<file path="src/rtl/dcache_arb_pkg.sv">
// Shared types and helpers for the dcache request arbiter.
// Optional build macro: DCACHE_ARB_FIXED_PRIO_EN (see dcache_req_arbiter).
package dcache_arb_pkg;

  localparam int NUM_REQ   = 3;
  localparam int ADDR_W    = 34;
  localparam int DATA_W    = 32;
  localparam int BE_W      = DATA_W / 8;
  localparam int MAX_OUTST = 4;
  localparam int ID_W      = $clog2(NUM_REQ);
  localparam int CNT_W     = $clog2(MAX_OUTST + 1);

  typedef logic [ID_W-1:0] id_t;

  typedef enum logic {
    ARB  = 1'b0,
    LOCK = 1'b1
  } arb_state_e;

  typedef struct packed {
    logic [ADDR_W-1:0] addr;
    logic [DATA_W-1:0] wdata;
    logic [BE_W-1:0]   be;
    logic              we;
  } req_t;

  // First valid index at or after ptr, searching cyclically.
  // The search runs from the farthest offset down, so the nearest wins.
  function automatic id_t rr_pick(
    input logic [NUM_REQ-1:0] valid,
    input id_t                ptr
  );
    id_t pick;
    pick = ptr;
    for (int off = NUM_REQ - 1; off >= 0; off--) begin
      for (int k = 0; k < NUM_REQ; k++) begin
        if (valid[k] && k == (int'(ptr) + off) % NUM_REQ)
          pick = id_t'(k);
      end
    end
    return pick;
  endfunction

  // Pointer step with wrap from NUM_REQ-1 back to 0.
  function automatic id_t next_ptr(input id_t id);
    if (int'(id) == NUM_REQ - 1)
      return '0;
    return id_t'(int'(id) + 1);
  endfunction

endpackage

</file>
<file path="src/rtl/dcache_arb_id_fifo.sv">
// Outstanding-ID FIFO for the dcache request arbiter.
// Synchronous, power-of-2 depth, push/pop in the same cycle allowed.
module dcache_arb_id_fifo #(
  parameter int W     = 2,
  parameter int DEPTH = 4
) (
  input  logic                       clk_i,
  input  logic                       rst_i,
  input  logic                       push_i,
  input  logic [W-1:0]               din_i,
  input  logic                       pop_i,
  output logic [W-1:0]               dout_o,
  output logic                       full_o,
  output logic                       empty_o,
  output logic [$clog2(DEPTH+1)-1:0] count_o
);

  localparam int PW = $clog2(DEPTH);
  localparam int CW = $clog2(DEPTH + 1);

  logic [W-1:0]  mem [DEPTH];
  logic [PW-1:0] wptr;
  logic [PW-1:0] rptr;
  logic [CW-1:0] cnt;
  logic          do_push;
  logic          do_pop;

  assign do_push = push_i && !full_o;
  assign do_pop  = pop_i && !empty_o;
  assign full_o  = (cnt == CW'(DEPTH));
  assign empty_o = (cnt == '0);
  assign count_o = cnt;
  assign dout_o  = mem[rptr];

  // Pointers and occupancy; both ends may move in one cycle.
  always_ff @(posedge clk_i) begin
    if (rst_i) begin
      wptr <= '0;
      rptr <= '0;
      cnt  <= '0;
    end else begin
      if (do_push) wptr <= wptr + 1'b1;
      if (do_pop)  rptr <= rptr + 1'b1;
      unique case ({do_push, do_pop})
        2'b10:   cnt <= cnt + 1'b1;
        2'b01:   cnt <= cnt - 1'b1;
        default: cnt <= cnt;
      endcase
    end
  end

  // Storage write; contents need no reset.
  always_ff @(posedge clk_i) begin
    if (do_push) mem[wptr] <= din_i;
  end

endmodule

</file>
<file path="src/rtl/dcache_req_arbiter.sv">
// Shares the dcache request port between the LSU requesters.
// DCACHE_ARB_FIXED_PRIO_EN selects fixed priority (index 0 highest).
module dcache_req_arbiter
  import dcache_arb_pkg::*;
(
  input  logic                      clk_i,
  input  logic                      rst_i,
  input  logic [NUM_REQ-1:0]        req_valid_i,
  input  logic [NUM_REQ*ADDR_W-1:0] req_addr_i,
  input  logic [NUM_REQ*DATA_W-1:0] req_wdata_i,
  input  logic [NUM_REQ*BE_W-1:0]   req_be_i,
  input  logic [NUM_REQ-1:0]        req_we_i,
  output logic [NUM_REQ-1:0]        req_gnt_o,
  output logic [NUM_REQ-1:0]        rsp_valid_o,
  output logic [DATA_W-1:0]         rsp_rdata_o,
  output logic                      mem_req_o,
  output logic [ADDR_W-1:0]         mem_addr_o,
  output logic [DATA_W-1:0]         mem_wdata_o,
  output logic [BE_W-1:0]           mem_be_o,
  output logic                      mem_we_o,
  input  logic                      mem_gnt_i,
  input  logic                      mem_rvalid_i,
  input  logic [DATA_W-1:0]         mem_rdata_i,
  output logic                      idle_o,
  output logic                      err_o
);

  arb_state_e       state_q;
  arb_state_e       state_d;
  id_t              lock_q;
  id_t              ptr;
  id_t              win;
  id_t              sel;
  id_t              head;
  req_t             reqs [NUM_REQ];
  req_t             cur;
  logic             mem_req;
  logic             push;
  logic             pop;
  logic             fifo_full;
  logic             fifo_empty;
  logic [CNT_W-1:0] fifo_cnt;
  logic             err_q;

`ifdef DCACHE_ARB_FIXED_PRIO_EN
  assign ptr = '0;
`else
  id_t ptr_q;
  assign ptr = ptr_q;

  // Round-robin pointer moves past each granted requester.
  always_ff @(posedge clk_i) begin
    if (rst_i)     ptr_q <= '0;
    else if (push) ptr_q <= next_ptr(sel);
  end
`endif

  // Unpack the requester payload slices.
  always_comb begin
    for (int k = 0; k < NUM_REQ; k++) begin
      reqs[k].addr  = req_addr_i[k*ADDR_W +: ADDR_W];
      reqs[k].wdata = req_wdata_i[k*DATA_W +: DATA_W];
      reqs[k].be    = req_be_i[k*BE_W +: BE_W];
      reqs[k].we    = req_we_i[k];
    end
  end

  assign win = rr_pick(req_valid_i, ptr);

  // State register.
  always_ff @(posedge clk_i) begin
    if (rst_i) state_q <= ARB;
    else       state_q <= state_d;
  end

  // Next-state: lock on an ungranted request, release on grant.
  always_comb begin
    state_d = state_q;
    unique case (state_q)
      ARB:  if (mem_req && !mem_gnt_i) state_d = LOCK;
      LOCK: if (mem_gnt_i)             state_d = ARB;
    endcase
  end

  // Remember the winner that has to stay on the port.
  always_ff @(posedge clk_i) begin
    if (rst_i)
      lock_q <= '0;
    else if (state_q == ARB && state_d == LOCK)
      lock_q <= win;
  end

  // Outputs: selection, handshakes and one-hot strobes.
  always_comb begin
    sel     = win;
    mem_req = 1'b0;
    unique case (state_q)
      ARB: begin
        sel     = win;
        mem_req = (|req_valid_i) && !fifo_full;
      end
      LOCK: begin
        sel     = lock_q;
        mem_req = 1'b1;
      end
    endcase
    cur = '0;
    for (int k = 0; k < NUM_REQ; k++) begin
      if (id_t'(k) == sel) cur = reqs[k];
    end
    push        = mem_req && mem_gnt_i;
    pop         = mem_rvalid_i && !fifo_empty;
    req_gnt_o   = '0;
    rsp_valid_o = '0;
    for (int k = 0; k < NUM_REQ; k++) begin
      req_gnt_o[k]   = push && (id_t'(k) == sel);
      rsp_valid_o[k] = pop && (id_t'(k) == head);
    end
  end

  assign mem_req_o   = mem_req;
  assign mem_addr_o  = mem_req ? cur.addr  : '0;
  assign mem_wdata_o = mem_req ? cur.wdata : '0;
  assign mem_be_o    = mem_req ? cur.be    : '0;
  assign mem_we_o    = mem_req && cur.we;
  assign rsp_rdata_o = pop ? mem_rdata_i : '0;
  assign idle_o      = (state_q == ARB) && (fifo_cnt == '0);
  assign err_o       = err_q;

  // Sticky flag for a response with nothing outstanding.
  always_ff @(posedge clk_i) begin
    if (rst_i)
      err_q <= 1'b0;
    else if (mem_rvalid_i && fifo_empty)
      err_q <= 1'b1;
  end

  dcache_arb_id_fifo #(
    .W     (ID_W),
    .DEPTH (MAX_OUTST)
  ) u_id_fifo (
    .clk_i   (clk_i),
    .rst_i   (rst_i),
    .push_i  (push),
    .din_i   (sel),
    .pop_i   (pop),
    .dout_o  (head),
    .full_o  (fifo_full),
    .empty_o (fifo_empty),
    .count_o (fifo_cnt)
  );

endmodule
</file>
<file path="config.mk">
export PLATFORM = sky130hd
export DESIGN_NAME = dcache_req_arbiter
export DESIGN_NICKNAME = d
export VERILOG_FILES = /design/src/rtl/dcache_arb_pkg.sv /design/src/rtl/dcache_arb_id_fifo.sv /design/src/rtl/dcache_req_arbiter.sv
export SDC_FILE = /design/constraint.sdc
export NUM_CORES = 1
export LEC_CHECK = 0
export BUFFER_PORTS_ARGS = -buffer_cell sky130_fd_sc_hd__buf_4
export CAP_MARGIN = 20
export CORE_AREA = 3 3 138 140
export DETAILED_ROUTE_END_ITERATION = 10
export DIE_AREA = 0 0 141 143
export PLACE_DENSITY = 0.52
export REMOVE_ABC_BUFFERS = 1
export SETUP_SLACK_MARGIN = 0.05
export SKIP_CTS_REPAIR_TIMING = 1
export SLEW_MARGIN = 25
export SYNTH_ARGS = -nofsm -noshare
export SYNTH_HDL_FRONTEND = slang
export SYNTH_SLANG_ARGS = --single-unit
</file>
<file path="constraint.sdc">
create_clock -name clk_i -period 3 [get_ports clk_i]
set_clock_uncertainty 0.05 [all_clocks]
set_input_delay 0.15 -clock clk_i [delete_from_list [all_inputs] [get_ports clk_i]]
set_output_delay 0.15 -clock clk_i [all_outputs]
set_load 0.02 [all_outputs]
</file>
### Word level (Yosys, flattened, before mapping)

Memory sizes are Yosys's and may differ from the RTL's. A register that Yosys moved wholly into a read port is not among the register bits.
Cells that the tools add are included.

* bits of input ports: 252
* output and inout port bits: 112
* bits in read-only memories: 0
* bits in registers: 13
* memories: 1
* latch bits: 0
* logic and storage cells: 100
* memory bits (writable): 8

Memories
* u_id_fifo.mem: words 4, width 2, read ports 1, clocked after memory_dff 1, write ports 1, RTL line dcache_arb_id_fifo.sv:21 `logic [W-1:0] mem [DEPTH];`

* $mul: 0
* add/sub/neg operators: 7
* divide/modulo/power cells: 3
* reductions and logical operators: 36
* shifts and indexed selects: 0
* equal/unequal tests: 14
* multiplexer cells: 31
* bitwise operators: 1
* magnitude comparators: 0

Operators by type and width (number)
* $mux W71: 3
* $eq A2 B32 Y1 const A: 3
* $eq A3 B32 Y1 const A: 3
* $logic_not A32 Y1: 3
* $mod A32 B3 Y32 const B: 2
* $mux W32: 2
* $mux W34: 1
* $mod A3 B3 Y32 const B: 1
* $mux W2: 13
* $logic_and A1 B1 Y1: 25
* $mux W1: 7
* $add A2 B1 Y2 const B: 3
* $pmux W3 S2: 1
* $eq A1 B2 Y1 const A: 2
* $eq A2 B2 Y1 const A: 2
* $eq A2 B2 Y1 const B: 2
* $logic_not A2 Y1: 2
* $mux W4: 1
* $pmux W1 S2: 2
* $pmux W2 S2: 1
* $add A2 B1 Y3 const B: 1
* $add A2 B2 Y3 const B: 1
* $add A3 B1 Y3 const B: 1
* $eq A3 B3 Y1 const B: 1
* other kinds (7): 9

### Longest topological paths before layout

* depth after elaboration: 19
* mapped depth: 10
* gate-level depth less buffers: 9

### Modules after synthesis

From an unflattened synthesis, not the netlist that was laid out.

* cells, all modules: 414
* area, all modules: 3249.4 um^2

Modules (own cells, without submodules)
* dcache_req_arbiter: instances 1, cells each 350, area each 2478.6 um^2, seq. area each 120.1 um^2
* dcache_arb_id_fifo: instances 1, cells each 64, area each 770.7 um^2, seq. area each 420.4 um^2

### Least setup slack after synthesis

Ideal clock, no wire load.

* path type: register to output
* start: register ptr_q[0] (netlist: ptr[0])
* end: output req_gnt_o[2]
* path slack: 0.308 ns
* cell stages (with the launch flop): 10
* data arrival time: 2.492 ns
* buffers on the path: 3
* required time: 2.800 ns
* cells stage by stage: dfxtp_1 -> inv_1 -> ha_1 -> nor2b_1 -> o21a_1 -> clkbuf_1 -> o211a_1 -> buf_2 -> clkbuf_1 -> nor4b_1

* longest elaborated chain between the ends: 16
* elaborated cells on any way between the ends: 35
* classes of those cells: add/sub: 2; div: 3; eq/ne: 7; mux: 10; reduce/logical: 13

RTL lines
* from (decl): RTL line dcache_req_arbiter.sv:48 `id_t ptr_q;`
* from (signal assigned): RTL line dcache_req_arbiter.sv:54 `else if (push) ptr_q <= next_ptr(sel);`
* $add A2 B2 Y3: RTL line dcache_arb_pkg.sv:37 `if (valid[k] && k == (int'(ptr) + off) % NUM_REQ)`
* $mod A32 B3 Y32: RTL line dcache_arb_pkg.sv:37
* $logic_not A32 Y1: RTL line dcache_arb_pkg.sv:37
* $logic_and A1 B1 Y1: RTL line dcache_arb_pkg.sv:37
* $mux W2 (8 in a row): RTL line dcache_arb_pkg.sv:37
* $mux W2 (*): RTL line dcache_arb_pkg.sv:37
* $pmux W2 S2 (*): RTL line dcache_req_arbiter.sv:97 `unique case (state_q)`
* $eq A2 B2 Y1 (*): RTL line dcache_req_arbiter.sv:116 `req_gnt_o[k] = push && (id_t'(k) == sel);`
* $logic_and A1 B1 Y1 (*): RTL line dcache_req_arbiter.sv:116
* to (decl): RTL line dcache_req_arbiter.sv:13 `output logic [NUM_REQ-1:0] req_gnt_o,`

Mark *: on every way between the ends. The rest lies on a longest branch, timed or not.

### Worst setup path in the final report

* start: register ptr_q[0] (netlist: ptr[0])
* end: output mem_addr_o[33]

* longest elaborated chain between the ends: 19
* elaborated cells on any way between the ends: 40
* classes of those cells: add/sub: 2; div: 3; eq/ne: 8; mux: 14; reduce/logical: 13

RTL lines
* $add A2 B2 Y3: RTL line dcache_arb_pkg.sv:37
* $mod A32 B3 Y32: RTL line dcache_arb_pkg.sv:37
* $logic_not A32 Y1: RTL line dcache_arb_pkg.sv:37
* $logic_and A1 B1 Y1: RTL line dcache_arb_pkg.sv:37
* $mux W2 (8 in a row): RTL line dcache_arb_pkg.sv:37
* $mux W2 (*): RTL line dcache_arb_pkg.sv:37
* $pmux W2 S2 (*): RTL line dcache_req_arbiter.sv:97
* net sel[1]: RTL line dcache_req_arbiter.sv:33 `id_t sel;`
* $logic_not A2 Y1: RTL line dcache_req_arbiter.sv:109 `if (id_t'(k) == sel) cur = reqs[k];`
* $mux W71 (2 in a row): RTL line dcache_req_arbiter.sv:109
* $mux W71 (*): RTL line dcache_req_arbiter.sv:109
* $mux W34 (*): RTL line dcache_req_arbiter.sv:122 `assign mem_addr_o = mem_req ? cur.addr : '0;`
* to (decl): RTL line dcache_req_arbiter.sv:17 `output logic [ADDR_W-1:0] mem_addr_o,`

Mark *: on every way through the listed nets, which the timed path passes. The rest lies on a longest branch.

==> results_dict.tcl <==
set metrics [dict create \
    wirelength_um 23200 \
    synth_cell_types 47 \
    fill_cells 1851 \
    hold_viol 0 \
    ys.flop_type "dfxtp_1" \
    cts.sinks 23 \
    drcViolationCount 0 \
    max_slew_margin_pct 58.9 \
    cts_buffers 3 \
    fmax_mhz 350 \
    cp-start-kind "register" \
    root_buffer "clkbuf_16" \
    max-cap-violations 0 \
    cp_common_cell "buf_4" \
    cts_buffer_depth 2 \
    yosys_warnings 0 \
    design_area_um2 7340 \
    track_usage_pct 20.8 \
    grt_pass1_wl_um 33900 \
    rsz0062_at_grt "no" \
    synth_area_um2 4210 \
    overflow 0 \
    fin_crit_sh_pct 95.4 \
    area_growth_pct 74.4 \
    die_area_um2 20200 \
    endpoint_kind "output port" \
    p_leak_nw 3.21 \
    critical_path_class "register to output port" \
    crit_required_ps 2800 \
    max_stage_delay_ps 380 \
    cts_tree "built" \
    io_pins 364 \
    yosysTopAreaCell "a32o_1" \
    vias 6212 \
    place_area_um2 7160 \
    syn_avg_cell_area_um2 7.04 \
    path_max_fanout 49 \
    ant_nets 0 \
    period_needed_ps 2860 \
    die_y_um 143 \
    synthArstFlopShare_pct 0 \
    setup-violations-final 0 \
    row_count 49 \
    tightest_slew_ps 617 \
    fin_tns_setup_ps 0 \
    drt_iter0_drc 375 \
    clk_pin_slew_ps 60 \
    gp_congestion 0.873 \
    coreArea_um2 18000 \
    slew_viol_final 0 \
    ys_ff_latch 23 \
    seq_area_frac_synth_pct 12.8 \
    vias_per_cell 5.45 \
    hold_path_class "input pin to register" \
    die_w_um 141 \
    ctsHtreeMaxLevel 1 \
    grt_pass1_vias 5838 \
    antenna_found_initial 2 \
    port_buffers 363 \
    syn_inst 598 \
    ir_drop_v 0.000341 \
    cp.arrival_ps 2660 \
    cp_slowest_cell "dfxtp_1" \
    initial_core_util_pct 23.4 \
    p_per_area_nw_per_um2 681 \
    synth-edff-count 8 \
    crit_chain "inv_2 -> ha_4 -> and2_4 -> o21ai_0 -> a222oi_1 -> buf_4 -> buf_6 -> nor2_4 -> buf_12 -> buf_16 -> a32o_1 -> buf_4" \
    status "finished clean" \
    layout-drive-gt1-share_pct 45.5 \
    dp.final_hpwl_um 16900 \
    routedWlPerCell_um 20.4 \
    layout.nets 1169 \
    clock_latency_ps 260 \
    grt_max_degree 74 \
    netlist.area_leader.share_pct 16.9 \
    post-route-util_pct 40.9 \
    synth_area_leaders "a32o_1, o2111ai_1, nand2_1" \
    first_pass_iters 5 \
]
stage by stage:
| stage | hold slack, ps | std cells | power (mW) | setup WS [ps] |
|---|---|---|---|---|
| floorplan | 169 | 517 | 2.82 | -6650 |
| global placement | 313 | 1128 | 4.62 | 169 |
| detailed placement | 316 | 1128 | 4.62 | 104 |
| CTS | 51.2 | 1132 | 4.93 | -189 |
| global route | 58.4 | 1139 | 5.34 | 45.0 |
| finish | 50.8 | 1139 | 5.00 | 139 |
path summary, 6_finish.rpt:
path | to | slack, ps | depth (start not counted) | start
worst max-delay path | mem_addr_o[33] | 140 | 12 | ptr[0]$_SDFFE_PP0P_
worst min-delay path | state_q$_SDFF_PP0_ | 50 | 2 | mem_gnt_i
worst max register to register | u_id_fifo.count_o[2]$_SDFFE_PP0P_ | 450 | 9 | u_id_fifo.count_o[2]$_SDFFE_PP0P_
worst min register to register | lock_q[0]$_SDFFE_PP0P_ | 410 | 2 | lock_q[0]$_SDFFE_PP0P_
per-layer routing:
layer | global-route usage (%) | part of all wire [%] | vias to the layer above
met2 | 36.8 | 50 | 289
met1 | 25.8 | 39 | 2898
met4 | 5.86 | 2.9 | 0
met5 | 0 | 0 | -
met3 | 4.05 | 7.3 | 36
li1 | - | - | 2989
synth_stat cells, types with 2 or more instances:
cell type / n
nand2_1: 152
a32o_1: 71
o2111ai_1: 71
o211ai_1: 71
clkbuf_1: 66
and2_1: 38
dfxtp_1: 15
nor2_1: 15
inv_1: 13
a21oi_1: 8
edfxtp_1: 8
buf_6: 7
ha_1: 7
buf_1: 6
nor3_1: 4
o21ai_0: 4
nor3b_1: 3
o21a_1: 3
or3_1: 3
xor2_1: 3
mux4_2: 2
o211a_1: 2
xnor2_1: 2
worst max-delay path: cells and delay by family (launching register included):
family / cells / cell delay, ps
flip-flops: 1 / 380
AO/OA/AOI/OAI: 3 / 540
adder cells (fa/ha/maj): 1 / 310
buffers and inverters: 6 / 920
AND/OR/NAND/NOR: 2 / 220
kinds of logic after synthesis:
family | Yosys count | synth area share [%]
buffers and inverters | 95 | 9.84
DFF | 23 | 12.8
AOI/OAI and AO/OA | 240 | 48.8
adders and majority gates | 8 | 2.56
xor gates and xnor gates | 5 | 1.04
muxes | 3 | 1.31
and+or+nand+nor | 224 | 23.6
power by group:
group	switching [mW]	internal, mW
registers	0.0571	0.401
clock network	0.112	0.179
logic	2.38	1.87
registers in the layout (all words and copies together) (netlist names), named ones only:
name,cells
err_o,1
lock_q,2
ptr,2
state_q,1
u_id_fifo.count_o,3
u_id_fifo.mem,8
u_id_fifo.rptr,2
u_id_fifo.wptr,2
cell type report:
| class | count | area (um2) | area share (%) |
|---|---|---|---|
| Clock buffer | 3 | 75.1 | 1.02 |
| Tap cell | 229 | 287 | 3.90 |
| Clock inverter | 1 | 5.00 | 0.0682 |
| Timing Repair Buffer | 386 | 3040 | 41.4 |
| Multi-Input combinational cell | 481 | 3340 | 45.5 |
| Antenna cell | 2 | 5.00 | 0.0682 |
| Inverter | 14 | 52.6 | 0.716 |
| Sequential cell | 23 | 542 | 7.38 |
cells in the final DEF (no fill, tap or decap), types with 2 or more instances in the layout:
cell,netlist,routed
nor3_1,4,4
o211ai_1,71,71
nand2_1,152,151
mux4_2,2,2
or3_1,3,3
a21oi_1,8,7
dfxtp_1,15,14
nor3b_1,3,2
buf_4,1,374
xnor2_1,2,2
edfxtp_1,8,8
buf_12,0,9
diode_2,0,2
o21a_1,3,2
a32o_1,71,71
and2_1,38,36
nor2_4,0,2
clkbuf_16,0,3
ha_1,7,5
xor2_1,3,3
o21ai_0,4,3
buf_6,7,2
o2111ai_1,71,71
inv_1,13,12
inv_2,1,2
nor2_1,15,13
Power figures use the tool's default switching activity.
